===== config.mk =====
export PLATFORM = sky130hd
export DESIGN_NAME = tf_exp_gen_flat
export DESIGN_NICKNAME = d
export VERILOG_FILES = /design/src/rtl/tf_exp_gen_if.sv /design/src/rtl/tf_exp_gen.sv /design/src/flat_wrapper.sv
export SDC_FILE = /design/constraint.sdc
export NUM_CORES = 1
export LEC_CHECK = 0
export BUFFER_PORTS_ARGS = -buffer_cell sky130_fd_sc_hd__buf_2
export CORE_MARGIN = 2
export CORE_UTILIZATION = 51
export CTS_BUF_LIST = sky130_fd_sc_hd__clkbuf_4
export CTS_CLUSTER_SIZE = 14
export DETAILED_ROUTE_END_ITERATION = 7
export GPL_TIMING_DRIVEN = 0
export PLACE_DENSITY = 0.78
export SETUP_SLACK_MARGIN = 0.2
export SLEW_MARGIN = 20
export SYNTH_ARGS = -nofsm -noshare
export SYNTH_HDL_FRONTEND = slang
export SYNTH_SLANG_ARGS = --single-unit

===== constraint.sdc =====
create_clock -name clk -period 3.9 [get_ports clk]
set_input_delay 0.585 -clock clk [delete_from_list [all_inputs] [get_ports clk]]
set_output_delay 0.585 -clock clk [all_outputs]
set_load 0.005 [all_outputs]

===== src/rtl/tf_exp_gen_if.sv =====
`default_nettype none
// ============================================================================
//  Module   : tf_exp_gen_if
//  Purpose  : Bundles the control inputs and the per-lane exponent outputs
//             of the twiddle-exponent sequencer.
//  Signals  : start     - 1-cycle pulse, begins a full sweep
//             hold      - downstream stall, freezes sequencing
//             exp       - LANES x (LOG2N-1) per-lane twiddle exponents
//             exp_valid - exp valid this cycle
//             stage     - stage index of the current beat
//             last      - final beat of final stage
//             tf_valid  - exp_valid delayed one cycle (aligned to ROM Q)
//             busy      - sweep in progress
//             done      - 1-cycle pulse after the final beat
//  Modports : master = sequencer side, slave = consumer / stimulus side
//  Revision : 1.0  initial release
// ============================================================================
interface tf_exp_gen_if #(
   parameter int LOG2N = 13,
   parameter int LANES = 8
);
   logic                            start;
   logic                            hold;
   logic [LANES-1:0][LOG2N-2:0]     exp;
   logic                            exp_valid;
   logic [3:0]                      stage;
   logic                            last;
   logic                            tf_valid;
   logic                            busy;
   logic                            done;

   modport master (
      input  start, hold,
      output exp, exp_valid, stage, last, tf_valid, busy, done
   );

   modport slave (
      output start, hold,
      input  exp, exp_valid, stage, last, tf_valid, busy, done
   );
endinterface
`default_nettype wire


===== src/rtl/tf_exp_gen.sv =====
`default_nettype none
// ============================================================================
//  Module   : tf_exp_gen
//  Purpose  : Twiddle-exponent sequencer for a radix-2 in-place FFT. Walks
//             all LOG2N stages, LANES butterflies per cycle, and issues one
//             (LOG2N-1)-bit twiddle exponent per lane for the twiddle ROM.
//  Ports    : clk   - clock, rising edge
//             rst_n - asynchronous active-low reset
//             bus   - tf_exp_gen_if.master (start/hold in; exponents,
//                     exp_valid, stage, last, tf_valid, busy, done out)
//  Revision : 1.0  initial release
// ============================================================================
module tf_exp_gen #(
   parameter int LOG2N = 13,
   parameter int LANES = 8
) (
   input  wire logic       clk,
   input  wire logic       rst_n,
   tf_exp_gen_if.master    bus
);

   localparam int c_EW = LOG2N - 1;     // exponent / butterfly-index width
   localparam int c_LW = 3;             // lane index width (8 lanes)
   localparam int c_CW = c_EW - c_LW;   // beat counter width

   localparam logic [1:0] c_S_IDLE = 2'd0;
   localparam logic [1:0] c_S_RUN  = 2'd1;
   localparam logic [1:0] c_S_FIN  = 2'd2;

   logic [1:0]                  r_state;
   logic [1:0]                  w_next;
   logic [c_CW-1:0]             r_cnt;
   logic [3:0]                  r_stg;
   logic [LANES-1:0][c_EW-1:0]  r_exp;
   logic [LANES-1:0][c_EW-1:0]  w_exp;
   logic                        r_exp_valid;
   logic [3:0]                  r_stage;
   logic                        r_last;
   logic                        r_tf_valid;
   logic                        r_done;
   logic                        w_busy;
   logic                        w_fin;
   logic                        w_issue;
   logic                        w_final;
   logic [c_EW-1:0]             w_mask;
   logic [3:0]                  w_sh;

   assign w_issue = (r_state == c_S_RUN) && !bus.hold;
   assign w_final = (r_stg == 4'(LOG2N-1)) && (r_cnt == '1);

   // At the final stage the shift pushes the 1 out of range, so the
   // subtraction wraps to all-ones: the full index passes through.
   assign w_mask  = (c_EW'(1) << r_stg) - c_EW'(1);
   assign w_sh    = 4'(c_EW) - r_stg;

   // ---------------------------------------------------------------- FSM
   always_ff @(posedge clk or negedge rst_n) begin
      if (!rst_n) r_state <= c_S_IDLE;
      else        r_state <= w_next;
   end

   always_comb begin
      w_next = r_state;
      case (r_state)
         c_S_IDLE: if (bus.start)         w_next = c_S_RUN;
         c_S_RUN:  if (w_issue && w_final) w_next = c_S_FIN;
         c_S_FIN:                          w_next = c_S_IDLE;
         default:                          w_next = c_S_IDLE;
      endcase
   end

   // FIN is entered on the same edge that presents the last beat, so busy
   // covers it and the done pulse is registered to trail the LAST beat.
   always_comb begin
      w_busy = (r_state != c_S_IDLE);
      w_fin  = (r_state == c_S_FIN);
   end

   // ------------------------------------------------------ lane exponents
   for (genvar k = 0; k < LANES; k++) begin : g_lane
      logic [c_EW-1:0] w_j;
      assign w_j      = {r_cnt, c_LW'(k)};
      assign w_exp[k] = (w_j & w_mask) << w_sh;
   end

   // ----------------------------------------------------------- datapath
   always_ff @(posedge clk or negedge rst_n) begin
      if (!rst_n) begin
         r_cnt       <= '0;
         r_stg       <= '0;
         r_exp       <= '0;
         r_exp_valid <= 1'b0;
         r_stage     <= '0;
         r_last      <= 1'b0;
         r_tf_valid  <= 1'b0;
         r_done      <= 1'b0;
      end else begin
         r_tf_valid  <= r_exp_valid;
         r_done      <= w_fin;
         r_exp_valid <= w_issue;
         if (w_issue) begin
            r_exp   <= w_exp;
            r_stage <= r_stg;
            r_last  <= w_final;
            if (w_final) begin
               r_cnt <= '0;
               r_stg <= '0;
            end else begin
               r_cnt <= r_cnt + c_CW'(1);
               if (r_cnt == '1) r_stg <= r_stg + 4'd1;
            end
         end
      end
   end

   assign bus.exp       = r_exp;
   assign bus.exp_valid = r_exp_valid;
   assign bus.stage     = r_stage;
   assign bus.last      = r_last;
   assign bus.tf_valid  = r_tf_valid;
   assign bus.busy      = w_busy;
   assign bus.done      = r_done;

endmodule
`default_nettype wire


===== src/flat_wrapper.sv =====
// flat-port wrapper written by rule: the top's interface ports become plain ports
module tf_exp_gen_flat 
#(
   parameter int LOG2N = 13,
   parameter int LANES = 8
)
  (clk, rst_n, bus_start, bus_hold, bus_exp, bus_exp_valid, bus_stage, bus_last, bus_tf_valid, bus_busy, bus_done);
  tf_exp_gen_if #(.LOG2N(LOG2N), .LANES(LANES)) bus_i ();
  input  wire logic clk;
  input  wire logic rst_n;
  input wire logic [$bits(bus_i.start)-1:0] bus_start;
  input wire logic [$bits(bus_i.hold)-1:0] bus_hold;
  output wire logic [$bits(bus_i.exp)-1:0] bus_exp;
  output wire logic [$bits(bus_i.exp_valid)-1:0] bus_exp_valid;
  output wire logic [$bits(bus_i.stage)-1:0] bus_stage;
  output wire logic [$bits(bus_i.last)-1:0] bus_last;
  output wire logic [$bits(bus_i.tf_valid)-1:0] bus_tf_valid;
  output wire logic [$bits(bus_i.busy)-1:0] bus_busy;
  output wire logic [$bits(bus_i.done)-1:0] bus_done;
  assign bus_i.start = bus_start;
  assign bus_i.hold = bus_hold;
  assign bus_exp = bus_i.exp;
  assign bus_exp_valid = bus_i.exp_valid;
  assign bus_stage = bus_i.stage;
  assign bus_last = bus_i.last;
  assign bus_tf_valid = bus_i.tf_valid;
  assign bus_busy = bus_i.busy;
  assign bus_done = bus_i.done;
  tf_exp_gen #(.LOG2N(LOG2N), .LANES(LANES)) u_core (.clk(clk), .rst_n(rst_n), .bus(bus_i));
endmodule

==> key figures, run 1 <==
STA
  • Tmin final: approximately 3.6 ns
  • Actual slew at the worst max-slew pin: 0.903 ns
  • Slew margin rel.: 0.394
  • Setup Skew: between 0.01 and 0.015 ns
  • Fin crit share: 0.921
  • Final Max Tran Viols: 0
  • Max Freq: around 280 MHz
  • RSZ-0062 raised after global routing: false
  • Final setup violation count: 0
  • Hold Fails Final Rpt: 0
  • Final setup margin: ~0.3 ns

Place
  • Placer Congestion: approximately 0.97
  • Pre-CTS WS: -0.858 ns
  • HPWL after detailed placement: around 12000 um
  • Cells after DPL: 770
  • Port bufs: 101

Clock tree
  • H-tree depth: 3
  • Clock sinks: about 110
  • Num CTS Buffers: 9
  • Worst-Skew Late Latency: ~0.5 ns
  • Root buffer cell: clkbuf_4
  • CTS tree: built
  • Clock buffer depth: 2
  • Clk pin slew, worst setup/hold paths: ~0.16 ns

Global route
  • Number of global-route vias before repair: 4645
  • Largest net degree at the start of global routing: approximately 70
  • First-pass GRT wire length: ~25000 um
  • GRT Total Usage: 0.294
  • Initial antenna violation count: 1
  • Overflow after GRT: 0

Floorplanning
  • I/O pin total: 109
  • Chip Width: ~110 um
  • Initial Util: 0.529
  • Die area: ~0.011 sq mm
  • FP Rows: 36
  • Core Area: around 0.0099 sq mm
  • Die height: ~110 um

Worst setup path
  • CP Launch Type: register
  • Cell Chain, Critical Path: clkbuf_4 -> inv_2 -> buf_8 -> ha_4 -> ha_2 -> buf_6 -> nor2b_4 -> inv_1 -> ha_1 -> a311oi_1 -> a2bb2oi_1 -> mux4_2 -> nor2_1 -> a221o_1
  • Worst R2R Setup Slack: between 0.3 and 0.4 ns
  • Crit path to: u_core.bus.exp[77]
  • Crit path buf inv count: 5
  • Setup crit end kind: register
  • Worst r2r src: u_core.r_stg[0]
  • R2R Path End: u_core.bus.exp[77]
  • Worst reg-to-reg path cell count: 14
  • Required @ worst endpoint: roughly 4.3 ns
  • Setup CP Type: reg -> reg
  • Crit path DAT: 4.02 ns
  • Worst Path Max Fanout: 11
  • Critical path depth: 14
  • Worst stage delay on the critical path: ~0.56 ns
  • Delay-heaviest family, CP: compound AO/OA/AOI/OAI gates
  • CP startpoint: u_core.r_stg[0]
  • CP max-delay cell: mux4_2

Synth
  • Post-synth EDFFs: 0
  • Dominant synthesized flop cell: dfrtp_1
  • Synth top area cells: dfrtp_1 (51%), nand2_1 (6.0%), o21ai_0 (4.3%)
  • Synth async-reset ratio: 1.00
  • Synth cell types: 63
  • Syn avg cell area: 9.87 sq um
  • Synth warn: 0
  • Mapped Area: 0.00522 sq mm
  • Seq cells post-synth: 106
  • Synth Instances: around 530
  • Sequential-to-total area share from yosys stat: 0.508
  • Yosys top cell by area: dfrtp_1
  • Most frequent cell after synthesis: dfrtp_1
  • Fraction of post-synthesis cell area in the top cell type by area: 0.508
  • Synth top cells by count: dfrtp_1 (106), nand2_1 (83), o21ai_0 (45)

Finish
  • Filler cells: 871
  • Register area: approximately 0.0027 sq mm
  • Footprint of the multi-input gates: 0.00238 sq mm
  • Layout net count: 667
  • Share of post-route cells with drive strength above 1: 0.251
  • Fin cells: between 700 and 800
  • Area growth syn-to-layout: 18.6%

Pwr
  • Sequential share of power: 0.634
  • Net Sw Frac: 0.279
  • Clock network power share: 0.289
  • Max VDD drop: approximately 0.2 mV
  • PwrDens: 293 mW/mm^2
  • Sw power: between 0.5 and 0.6 mW
  • Leakage: about 3.2 nW
  • Combinational Power Share: 0.077
  • Pint: between 1 and 1.5 mW

Run
  • Max capacitance violation total: 0

Worst hold path
  • Hold path depth: 3
  • Hold Path Class: in -> reg

Route
  • Remaining antenna violation count: 0
  • Routed wire length: approximately 16000 um
  • Drt via density: 6.15
  • Drt first pass iters: 5
  • 1st-iter DRT viols: around 520
  • Via count: a little under 5000
  • WL/cell: between 20 and 25 um
  • DRC errors left: 0

Outcome
  • Status: finished clean
==> sequential cells by signal, summed over array words and instances (netlist names) <==
| register | count |
|---|---|
| u_core.bus.done | 1 |
| u_core.bus.exp_valid | 1 |
| u_core.bus.tf_valid | 1 |
| u_core.r_state | 2 |
| u_core.r_cnt | 9 |
| u_core.bus.stage | 4 |
| u_core.r_stg | 4 |
| u_core.bus.exp | 83 |
| u_core.bus.last | 1 |
==> per-stage QoR <==
stage	TNS [ns]	total power [mW]	utilization	cell area [sq um]	hold slack (ns)
2_1_floorplan	0	1.24	-	5250	0.289
4_1_cts	0	1.82	0.625	6160	0.332
3_3_place_gp	-38.02	1.30	0.600	5920	0.352
5_1_grt	0	1.90	0.628	6190	0.339
6_report	0	1.81	0.628	6190	0.352
3_5_place_dp	-36.10	1.31	0.603	5950	0.380
==> placed cells by master (no fill, tap or decap), types with 8 or more instances in the layout <==
cell type | synthesis | routed
clkbuf_4 | 0 | 11
nor2_1 | 24 | 24
inv_1 | 10 | 9
buf_2 | 6 | 105
and3_1 | 8 | 8
a221o_1 | 12 | 12
nand3_1 | 17 | 17
o211ai_1 | 11 | 11
nand2_1 | 83 | 83
buf_4 | 13 | 17
ha_1 | 11 | 9
dfrtp_1 | 106 | 105
o21ai_0 | 45 | 44
clkbuf_1 | 25 | 22
a21oi_1 | 11 | 11
nor3_1 | 9 | 8
a22oi_1 | 18 | 18
a22o_1 | 17 | 17
==> area by class of cell <==
class                      count  share of cell area
inverter                      11             0.00667
clock inverter                 6             0.00828
clock buffer                  10              0.0121
multi-input combinational    373               0.384
timing repair buffer         106              0.0923
antenna                        1            0.000404
buffer                        45              0.0404
sequential                   106               0.429
tap                          133              0.0269
==> power by group through the flow <==
stage	sequential (mW)	clock (mW)	combinational, mW
final	1.15	0.525	0.140
after global routing	1.15	0.585	0.160
after CTS	1.15	0.537	0.140
after detailed placement	1.17	0	0.139
after global placement	1.17	0	0.130
after floorplan	1.16	0	0.0795
==> how the worst min path moves through the flow <==
stage | start | to | slack, ns
6_report | bus_start | u_core.r_state[0] | 0.35
5_1_grt | bus_start | u_core.r_state[0] | 0.34
4_1_cts | bus_start | u_core.r_state[0] | 0.33
3_5_place_dp | u_core.bus.exp_valid | u_core.bus.tf_valid | 0.38
3_3_place_gp | u_core.bus.exp_valid | u_core.bus.tf_valid | 0.35
2_1_floorplan | rst_n | u_core.bus.done | 0.29
==> worst reg2reg max path, cell delays in order, from the launching register on <==
cell	delay, ns
dfrtp_2	0.46
clkbuf_4	0.20
inv_2	0.10
buf_8	0.15
ha_4	0.18
ha_2	0.20
buf_6	0.14
nor2b_4	0.16
inv_1	0.09
ha_1	0.20
a311oi_1	0.36
a2bb2oi_1	0.21
mux4_2	0.56
nor2_1	0.35
a221o_1	0.18
==> timing repair <==
action                                  CTS  global route
pin swaps                                 2             1
resized for setup                        15             9
hold buffers                              1             0
cloned                                    0             0
buffers inserted                          3             0
endpoints found under the hold margin    21             0
endpoints found under the setup margin   76            44
==> kinds of logic (layout without fill, tap and decap cells) <==
family	count (synthesis)	in the layout	synth area share
compound gates	170	170	0.237
xor+xnor	5	5	0.00839
fa+ha+maj	11	11	0.0264
buf+inv	56	178	0.0511
flops	106	106	0.508
mux	6	6	0.0144
other cells	1	8	0.000718
simple gates	174	174	0.154
==> routing by layer <==
layer | global-route usage | share of wire
met2 | 0.454 | 0.46
met5 | 0 | 0
met4 | 0.113 | 0.019
met1 | 0.420 | 0.43
met3 | 0.0449 | 0.084
No activity file was read; power rests on OpenSTA's default activity.
==> run 2, diff against run 1 <==
--- a/config.mk
+++ b/config.mk
@@ -5,6 +5,7 @@
 export SDC_FILE = /design/constraint.sdc
 export NUM_CORES = 1
 export LEC_CHECK = 0
+export ABC_AREA = 1
 export BUFFER_PORTS_ARGS = -buffer_cell sky130_fd_sc_hd__buf_2
 export CORE_MARGIN = 2
 export CORE_UTILIZATION = 51
@@ -13,7 +14,7 @@
 export DETAILED_ROUTE_END_ITERATION = 7
 export GPL_TIMING_DRIVEN = 0
 export PLACE_DENSITY = 0.78
-export SETUP_SLACK_MARGIN = 0.2
+export SETUP_SLACK_MARGIN = 0.02
 export SLEW_MARGIN = 20
 export SYNTH_ARGS = -nofsm -noshare
 export SYNTH_HDL_FRONTEND = slang
==> key figures, run 2 <==
Synth
  • Post-synth EDFFs: 0 (unchanged)
  • Synth warn: 0 (unchanged)
  • Syn avg cell area: 8.18 sq um (-17%)
  • Synth async-reset ratio: 1.00 (unchanged)
  • Most frequent cell after synthesis: nand2_1
  • Fraction of post-synthesis cell area in the top cell type by area: 0.497 (-0.0113)
  • Synth top cells by count: nand2_1 (199), dfrtp_1 (106), nand3_1 (72)
  • Dominant synthesized flop cell: dfrtp_1
  • Synth cell types: 44 (-30%)
  • Sequential-to-total area share from yosys stat: 0.497 (-0.0113)
  • Synth Instances: 653 (+23%)
  • Seq cells post-synth: 106 (unchanged)
  • Yosys top cell by area: dfrtp_1
  • Mapped Area: 0.00534 sq mm (+2.3%)
  • Synth top area cells: dfrtp_1 (50%), nand2_1 (14%), nand3_1 (6.7%)

STA
  • Final setup violation count: 0 (unchanged)
  • Final setup margin: 0.376 ns (+0.0690 ns)
  • Max Freq: 284 MHz (+2.0%)
  • Fin crit share: 0.903 (-0.0177)
  • Actual slew at the worst max-slew pin: 0.628 ns (-0.275 ns)
  • Setup Skew: 0.0175 ns (+0.00255 ns)
  • Final Max Tran Viols: 0 (unchanged)
  • Tmin final: 3.52 ns (-0.0690 ns)
  • Slew margin rel.: 0.578 (+0.183)
  • RSZ-0062 raised after global routing: false
  • Total Neg Setup Slack: 0 ns (unchanged)
  • Fin Hold WS: 0.0368 ns (-0.315 ns)
  • Hold Fails Final Rpt: 0 (unchanged)

Pwr
  • Combinational Power Share: 0.302 (+0.225)
  • Leakage: 3.61 nW (+12%)
  • Clock network power share: 0.198 (-0.091)
  • Max VDD drop: 0.257 mV (+27%)
  • Sequential share of power: 0.500 (-0.134)
  • PwrDens: 473 mW/mm^2 (+61%)
  • Pint: 1.87 mW (+43%)
  • Sw power: 1.06 mW (+110%)
  • Net Sw Frac: 0.361 (+0.0814)

Route
  • Remaining antenna violation count: 0 (unchanged)
  • Via count: 4950 (+1.8%)
  • WL/cell: 15.3 um (-24%)
  • Drt first pass iters: 5 (unchanged)
  • DRC errors left: 0 (unchanged)
  • 1st-iter DRT viols: 456 (-12%)
  • Routed wire length: 14000 um (-12%)
  • Drt via density: 5.42 (-12%)

Place
  • Placer Congestion: 0.932 (-4.0%)
  • Pre-CTS WS: 0.543 ns (+1.40 ns)
  • Cells after DPL: 897 (+16%)
  • Port bufs: 101 (unchanged)
  • HPWL after detailed placement: 10500 um (-9.3%)

Clock tree
  • Clock sinks: 106 (unchanged)
  • Setup bufs post-CTS: 0 (-3)
  • Clk pin slew, worst setup/hold paths: 0.16 ns (about the same)
  • Root buffer cell: clkbuf_4
  • Post-CTS Hold Buffers: 0 (-1)
  • Num CTS Buffers: 9 (unchanged)
  • Worst-Skew Late Latency: 0.49 ns (about the same)
  • Clock buffer depth: 2 (unchanged)
  • CTS tree: built
  • H-tree depth: 3 (unchanged)
  • Post-CTS Resized: 0 (-15)

Finish
  • Filler cells: 932 (+7.0%)
  • Area growth syn-to-layout: 16.2%
  • Fin cells: 913 (+15%)
  • Largest register FFs: 83 (unchanged)
  • Most frequent cells in the layout: nand2_1 (199), dfrtp_1 (106), buf_2 (104)
  • Share of post-route cells with drive strength above 1: 0.230 (-0.0208)
  • Commonest non-fill, non-tap cell in the layout: nand2_1
  • # diodes: 0 (-1)
  • Layout net count: 787 (+18%)

Worst setup path
  • Crit path DAT: 3.95 ns (-0.07 ns)
  • Worst R2R Setup Slack: 0.38 ns (+0.07 ns)
  • Worst Path Max Fanout: 11 (unchanged)
  • Setup crit end kind: register
  • Required @ worst endpoint: 4.33 ns (about the same)
  • Setup CP Type: reg -> reg
  • CP Launch Type: register

Global route
  • Initial antenna violation count: 0 (-1)
  • First-pass GRT wire length: 23000 um (-8.5%)
  • Number of global-route vias before repair: 4624 (-0.45%)
  • GRT Total Usage: 0.260 (-0.0348)
  • Largest net degree at the start of global routing: 64 (-7.2%)
  • Overflow after GRT: 0 (unchanged)

Floorplanning
  • Die area: 0.0113 sq mm (+2.2%)
  • I/O pin total: 109 (unchanged)
  • FP Rows: 37 (+2.8%)
  • Die height: 106 um (+1.1%)
  • Initial Util: 0.522 (-0.00734)
  • Core Area: 0.0102 sq mm (+3.7%)
  • Chip Width: 106 um (+1.1%)

Outcome
  • Status: finished clean

Worst hold path
  • Hold Path Class: in -> async

Run
  • Max capacitance violation total: 0 (unchanged)
==> run 2: final cells by class <==
| cell class | count | area, sq um | area share |
|---|---|---|---|
| Clock inverter | 6 | 66.3 | 0.0107 |
| Sequential cell | 106 | 2650 | 0.428 |
| Timing Repair Buffer | 102 | 532 | 0.0857 |
| Buffer | 35 | 208 | 0.0335 |
| Clock buffer | 10 | 75.1 | 0.0121 |
| Multi-Input combinational cell | 455 | 2260 | 0.364 |
| Inverter | 63 | 240 | 0.0387 |
| Tap cell | 136 | 170 | 0.0274 |
==> run 2: worst max-delay path, stage by stage, from the launching register on <==
cell	delay (ns)
dfrtp_1	0.57
inv_2	0.14
clkbuf_1	0.30
ha_1	0.35
ha_1	0.28
buf_2	0.24
inv_1	0.17
nor2_1	0.27
inv_1	0.18
nor2_1	0.46
nand2_1	0.21
nand2_1	0.14
a21oi_1	0.05
nand3_1	0.10
==> run 2: worst paths after layout <==
path,cells after the start,endpoint,from
max,13,u_core.bus.exp[45],u_core.r_stg[0]
min,1,u_core.bus.last,rst_n
max reg2reg,13,u_core.bus.exp[45],u_core.r_stg[0]
min reg2reg,0,u_core.bus.tf_valid,u_core.bus.exp_valid
max in group asynchronous,2,u_core.bus.exp[42],rst_n
min in group clk,3,u_core.r_state[0],bus_start
==> run 2: cells by family after synthesis <==
logic type                 after synthesis  synth area share
AOI/OAI and AO/OA                       80            0.0865
xor gates and xnor gates                 1           0.00305
adders and majority gates               11            0.0258
buffers and inverters                   98            0.0839
DFF                                    106             0.497
other                                    1          0.000702
and+or+nand+nor                        356             0.303
==> run 2: routing by layer <==
layer,up-vias,global-route usage,share of wire
met2,181,0.413,0.47
li1,2361,-,-
met5,-,0,0
met1,2385,0.361,0.45
met4,0,0.0912,0.018
met3,23,0.0441,0.067
==> run 2: power by group through the flow <==
stage	Sequential [mW]	Combinational [mW]	Clock [mW]
global placement	1.48	0.858	0
global route	1.49	1.00	0.626
detailed placement	1.49	0.882	0
floorplan	1.48	0.510	0
finish	1.47	0.886	0.580
CTS	1.47	0.888	0.586
==> run 2: stage by stage <==
step	utilization	cell area, sq um	power, mW
after detailed placement	0.593	6060	2.37
after floorplan	-	5360	1.99
after global routing	0.606	6200	3.12
final	0.606	6200	2.93
after global placement	0.590	6040	2.34
after CTS	0.606	6200	2.94
